$ cat config.mk
export PLATFORM = sky130hd
export DESIGN_NAME = hex_word_packer
export DESIGN_NICKNAME = d
export VERILOG_FILES = /design/src/rtl/hex_word_packer.sv
export SDC_FILE = /design/constraint.sdc
export NUM_CORES = 1
export LEC_CHECK = 0
export ABC_CLOCK_PERIOD_IN_PS = 5400
export BUFFER_PORTS_ARGS = -buffer_cell sky130_fd_sc_hd__clkbuf_2
export CAP_MARGIN = 5
export CORE_UTILIZATION = 45
export CTS_CLUSTER_SIZE = 25
export DETAILED_ROUTE_END_ITERATION = 8
export SLEW_MARGIN = 20
export SYNTH_ARGS = -nofsm -noshare
export SYNTH_HDL_FRONTEND = slang
export SYNTH_SLANG_ARGS = --single-unit
$ cat constraint.sdc
create_clock -name clk -period 5.4 [get_ports clk]
set_clock_uncertainty 0.2 [all_clocks]
set_input_delay 0.27 -clock clk [delete_from_list [all_inputs] [get_ports clk]]
set_output_delay 0.27 -clock clk [all_outputs]
set_load 0.01 [all_outputs]
$ cat src/rtl/hex_word_packer.sv
// Packs a stream of ASCII hex characters into right-aligned 32-bit words and
// queues them in a show-ahead FIFO; a sticky flag records protocol/lexical errors.
module hex_word_packer #(
    parameter int DEPTH      = 4,
    parameter int MAX_DIGITS = 8
) (
    input  logic        clk,
    input  logic        rst,
    input  logic        push_back,
    input  logic [7:0]  data_in,
    output logic        full,
    input  logic        pop_front,
    output logic [31:0] data_out,
    output logic        empty,
    output logic        error
);

    localparam int AW = $clog2(DEPTH);
    localparam int PW = AW + 1;
    localparam int CW = $clog2(MAX_DIGITS + 1);

    typedef enum logic {
        EMPTY_ACC = 1'b0,
        ACCUM     = 1'b1
    } state_t;

    // Returns {is_digit, is_separator, nibble}; illegal characters give all zeros.
    function automatic logic [5:0] classify(input logic [7:0] ch);
        logic [5:0] r;
        r = 6'b00_0000;
        if (ch >= 8'h30 && ch <= 8'h39) begin
            r = {2'b10, ch[3:0]};
        end else if ((ch >= 8'h41 && ch <= 8'h46) || (ch >= 8'h61 && ch <= 8'h66)) begin
            r = {2'b10, ch[3:0] + 4'd9};
        end else if (ch == 8'h20 || ch == 8'h09 || ch == 8'h0A || ch == 8'h0D) begin
            r = 6'b01_0000;
        end else begin
            r = 6'b00_0000;
        end
        return r;
    endfunction

    state_t          state_q, state_d;
    logic [31:0]     acc_q, acc_d;
    logic [CW-1:0]   cnt_q, cnt_d;
    logic [PW-1:0]   wr_q, wr_d;
    logic [PW-1:0]   rd_q, rd_d;
    logic            error_q, error_d;
    logic [31:0]     mem_q [DEPTH];

    logic [5:0]      cls_s;
    logic [PW-1:0]   count_s;
    logic            full_s;
    logic            empty_s;
    logic            emit_s;

    assign cls_s   = classify(data_in);
    assign count_s = wr_q - rd_q;
    assign full_s  = (count_s == PW'(DEPTH));
    assign empty_s = (wr_q == rd_q);

    // Next-state for accumulator, FIFO pointers and the sticky error flag.
    always_comb begin
        state_d = state_q;
        acc_d   = acc_q;
        cnt_d   = cnt_q;
        wr_d    = wr_q;
        rd_d    = rd_q;
        error_d = error_q;
        emit_s  = 1'b0;

        if (push_back) begin
            if (full_s) begin
                error_d = 1'b1;
            end else if (cls_s[5]) begin
                if (cnt_q == CW'(MAX_DIGITS)) begin
                    error_d = 1'b1;
                end else begin
                    acc_d   = {acc_q[27:0], cls_s[3:0]};
                    cnt_d   = cnt_q + CW'(1);
                    state_d = ACCUM;
                end
            end else if (cls_s[4]) begin
                if (state_q == ACCUM) begin
                    emit_s  = 1'b1;
                    acc_d   = 32'h0000_0000;
                    cnt_d   = CW'(0);
                    state_d = EMPTY_ACC;
                    wr_d    = wr_q + PW'(1);
                end else begin
                    emit_s  = 1'b0;
                end
            end else begin
                // Illegal character abandons any partial word.
                error_d = 1'b1;
                acc_d   = 32'h0000_0000;
                cnt_d   = CW'(0);
                state_d = EMPTY_ACC;
            end
        end else begin
            emit_s = 1'b0;
        end

        if (pop_front) begin
            if (empty_s) begin
                error_d = 1'b1;
            end else begin
                rd_d = rd_q + PW'(1);
            end
        end else begin
            rd_d = rd_q;
        end
    end

    // State and pointer registers with synchronous reset.
    always_ff @(posedge clk) begin
        if (rst) begin
            state_q <= EMPTY_ACC;
            acc_q   <= 32'h0000_0000;
            cnt_q   <= CW'(0);
            wr_q    <= PW'(0);
            rd_q    <= PW'(0);
            error_q <= 1'b0;
        end else begin
            state_q <= state_d;
            acc_q   <= acc_d;
            cnt_q   <= cnt_d;
            wr_q    <= wr_d;
            rd_q    <= rd_d;
            error_q <= error_d;
        end
    end

    // FIFO storage; contents need no reset because the pointers guard them.
    always_ff @(posedge clk) begin
        if (!rst && emit_s) begin
            mem_q[wr_q[AW-1:0]] <= acc_q;
        end
    end

    assign full     = full_s;
    assign empty    = empty_s;
    assign error    = error_q;
    assign data_out = empty_s ? 32'h0000_0000 : mem_q[rd_q[AW-1:0]];

endmodule
# Yosys cells after proc, flatten, opt, wreduce, memory -nomap -nowiden
# Memories as Yosys holds them, arrays and structs flattened. A register that Yosys moved wholly into a read port is not among the register bits.
# Index checks and enable logic that the tools add are counted.
# classes
add_sub_neg	5
multipliers	0
div	0
n_lt_le_gt_ge	6
n_eq_ne	9
n_shift	0
mux	30
n_bitwise	3
n_reduce_logical	13
# ops
op	n
$mux 32	5
$eq 8x4->1 const B	3
$ge 8x7->1 const B	2
$le 8x7->1 const B	2
$mux 1	16
$mux 4	4
$mux 6	2
$eq 8x6->1 const B	1
$ge 8x6->1 const B	1
$le 8x6->1 const B	1
$add 3x1->3 const B	2
$mux 5	1
$reduce_and 5->1	1
$add 4x1->4 const B	1
$add 4x4->4 const B	1
$eq 4x4->1 const B	1
$logic_and 1x1->1	4
$logic_or 1x1->1	4
$mux 2	2
$reduce_and 4->1	1
$eq 3x3->1	1
$eq 3x3->1 const B	1
$ne 3x2->1 const B	1
$not 1->1	3
other kinds (5)	5
# word_totals
reg_bits	44
latchBits	0
ram_bits	128
mem_bits_ro	0
in_bits	12
out_inout_bits	35
wordCells	73
mem_count	1
# mem_list
name	depth	word_bits	read_ports	rd_ports_with_merged_regs	write_ports	line_no	text
mem_q	4	32	1	1	1	49	logic [31:0] mem_q [DEPTH];

# Depth between registers and ports, before layout
# logic_depth
word_depth	14
mapped_depth	9
ltp_nobuf	7

# Worst setup path before layout
# No wires, ideal clock.
# synth_timing
path_kind	input to register
start	input port data_in[0]
end	memory mem_q[0][0], enable pin
setup_ps	392
arrival_ps	2312
required_time_ps	4808
slack_ps	2495
stages	7
path_buffers	0
path_cell_list	inv_1 > ha_1 > inv_1 > nor4b_1 > o21ai_2 > nor3_2 > and3_1
# synth_via
elab_chain_cells	14
word_cells_on_any_way	27
cone_classes	6 x order compare; 4 x eq/ne; 9 x mux; 8 x reduce/logical
# synth_rtl
item	line_no	text
start, declared	10	input logic [7:0] data_in,
parallel branches: the longest is 6 deep, another holds $ge 8x7->1	--	
$mux 6 *	31	if (ch >= 8'h30 && ch <= 8'h39) begin
$mux 1	83	end else if (cls_s[4]) begin
$mux 1 *	75	end else if (cls_s[5]) begin
$mux 1 *	73	if (full_s) begin
$mux 1 *	72	if (push_back) begin
$logic_and 1x1->1 *	136	if (!rst && emit_s) begin
$mux 1 *	136	
$mux 1 (not written as such) *	137	mem_q[wr_q[AW-1:0]] <= acc_q;
end, declared	49	
# Mark *: on every way between the ends.

# Worst setup path after layout
# layout_timing
start	register wr_q[0]
end	memory mem_q[3][8], enable pin
# layout_via
elab_chain_cells	7
# layout_rtl
item	line_no	text
start, declared	46	logic [PW-1:0] wr_q, wr_d;
start signal, assigned	128	wr_q <= wr_d;
$sub 3x3->3	58	assign count_s = wr_q - rd_q;
$eq 3x3->1	59	assign full_s = (count_s == PW'(DEPTH));
$mux 1	73	
$mux 1	72	
$logic_and 1x1->1	136	
$mux 1	136	
$mux 1 (not written as such)	137	
# Parallel ways exist; a longest one is shown, timed or not.

==> run summary <==
status -> finished, final reports clean
die height -> 126 um
number of global-route vias before repair -> 3845
compound-gate portion of the synthesized area -> 0.0682
hpwl dp -> 7330 um
RSZ-0062 raised after global routing -> no
Die Footprint -> 0.0160 mm^2
PortBufs -> 46
HP Class -> in -> reg
combinational family with the most area after synthesis -> multiplexers
clock network fraction of total power -> 0.455
top cells by count, synth -> edfxtp_1, dfxtp_1, nand2_1
Max FO, Critical Path -> 32
Comb power frac -> 0.017
Post-CTS Hold Buffers -> 0
DRC Markers -> 0
io pins -> 47
sequential fraction of the synthesis area -> 0.685
setup ws final -> 2590 ps
share of layout cells above drive strength 1 -> 0.266
Avg Inst Size Synth -> 16.0 um^2
Placed Cells -> 653
xor/xnor share of the synthesized area -> 0.00612
Die W -> 126 um
n_diodes -> 0
Final Hold Viols -> 0
Worst IR Drop VDD -> 0.000169 V
Num CTS Buffers -> 17
maximum clock path buffer count -> 2
Reg power frac -> 0.528
dpl ws -> 2390 ps
Crit Path Class -> reg -> reg
WL final -> 12300 um
CTS resizes -> 0
DR vias/cell -> 5.49
Syn. warnings -> 0
area grow syn2layout -> 14.3%
share of the synthesized area in the top cell type -> 0.553
H-tree levels -> 4
global route overflow -> 0
Post-Synth Simple-Gate Area -> 0.0759
Int Power -> 2.16 mW
vias post-DR -> 3763
met3 Use GR -> 0.0350
Slew Limit Fails -> 0
FF+latch count, synth -> 174
Final Cell Area -> 0.00795 mm^2
GP Congestion -> 0.745
Setup TNS Final -> 0 ps
Power Density -> 338 mW/mm^2
top cells by area, synth -> edfxtp_1, dfxtp_1, mux4_2
Final Critical Period -> 2810 ps
hold_ws -> 37.3 ps
most used routing layer -> met2
Final period util -> 0.520
ys flop type -> edfxtp_1
top-count cell post-synth -> edfxtp_1
post-synth top area cell -> edfxtp_1
Final ANT Viol Nets -> 0
Worst setup EP type -> flop
dpl cell area -> 0.00735 mm^2
first-pass GRT wire length -> 20100 um
Syn Inst Count -> 435
FMAX -> 0.356 GHz
post-layout net count -> 509
P_sw -> 0.529 mW
ys async rst share -> 0
initial antenna violation count -> 0
final std cells w/o fill -> 685
DR WL/cell -> 18.0 um
Sw Ratio -> 0.197
Max-slew headroom -> 0.554
initial core utilization -> 0.459
# Max-Cap Violations -> 0
Clock Sinks -> 174
Rows -> 45
core area -> 0.0151 mm^2
number of synthesized flops with an enable pin -> 128
Syn Nets -> 460
Leak -> 2.48 nW
Critical Path RT -> 5260 ps
Clock transition at path regs -> 70 ps
fin util -> 0.525
Clock Latency Late Sink -> 420 ps
Data arrival, critical path -> 2670 ps
CTS tree -> built
multiplexer share of the synthesized area -> 0.114
setup violators final -> 0
Total Power -> 2.69 mW
met1 usage -> 0.216
Post-CTS Setup Bufs -> 0
post-synthesis cell area -> 0.00696 mm^2
Yosys cell types -> 48
startpoint types -> flop
1st-pass router iterations -> 5
Synth Area in Adders -> 0.0234
clk root buf -> clkbuf_16
GRT Util Overall -> 0.169
met2 Use GR -> 0.281
Worst-Margin Slew -> 669 ps
largest net degree at the start of global routing -> 43
starting DRC count in detailed routing -> 311
## sequential cells by signal (all words and copies together) (netlist names), named ones only
register,flops
acc_q,32
cnt_q,4
error,1
mem_q,128
rd_q,3
state_q,1
wr_q,3
## final timing paths
check | end | start | slack, ps | cells after the start
max reg2reg | mem_q[3][8] | wr_q[0] | 2590 | 8
min reg2reg | mem_q[0][27] | acc_q[27] | 300 | 0
min | error | push_back | 40 | 3
max | mem_q[3][8] | wr_q[0] | 2590 | 8
## placed cells by master, fill, tap and decap left out, types with 2 or more instances in the layout
cell type and count:
a211oi_1 4, a21o_1 2, a21oi_1 5, and3_1 5, buf_4 8, bufinv_16 3
clkbuf_16 17, clkbuf_2 46, clkinv_2 3, clkinv_4 2, clkinvlp_4 5, dfxtp_1 45
edfxtp_1 128, ha_1 13, inv_1 15, mux2i_1 6, mux4_2 32, nand2_1 41
nand2b_1 3, nand3_1 3, nor2_1 8, nor2_2 2, nor2b_1 33, nor3_1 2
o211ai_1 2, o21ai_0 5, o221a_2 2, o22ai_1 25, o32ai_1 7, xor2_1 2
## area by class of cell
cell class,count,area (um^2)
fill,1244,7190
sequential,174,4770
multi-input combinational,221,2000
clock buffer,18,429
timing repair buffer,54,290
tap,188,235
clock inverter,14,169
inverter,16,60.1
## power groups by stage
stage               registers [mW]  logic [mW]  clock network (mW)
CTS                           1.42      0.0452                1.24
finish                        1.42      0.0452                1.22
global route                  1.42      0.0506                1.29
global placement              1.45      0.0441                   0
floorplan                     1.45      0.0354                   0
detailed placement            1.45      0.0450                   0
## worst max-delay path: stages (launching register included)
cell	delay (ps)
dfxtp_1	390
inv_1	120
ha_1	200
nor2b_1	130
xnor2_1	230
o21ai_0	190
nor3_2	310
and3_1	200
buf_4	440
## layer usage
layer / vias up / share of wire
met5: - / 0
met3: 15 / 0.028
met4: 0 / 0.017
li1: 1782 / -
met2: 74 / 0.51
met1: 1892 / 0.45
## logic make-up after synthesis
group           count (synthesis)
flops                         174
simple gates                  102
compound gates                 63
buf+inv                        40
mux                            39
fa+ha+maj                      13
xor+xnor                        4
(Power assumes the default switching activity.)
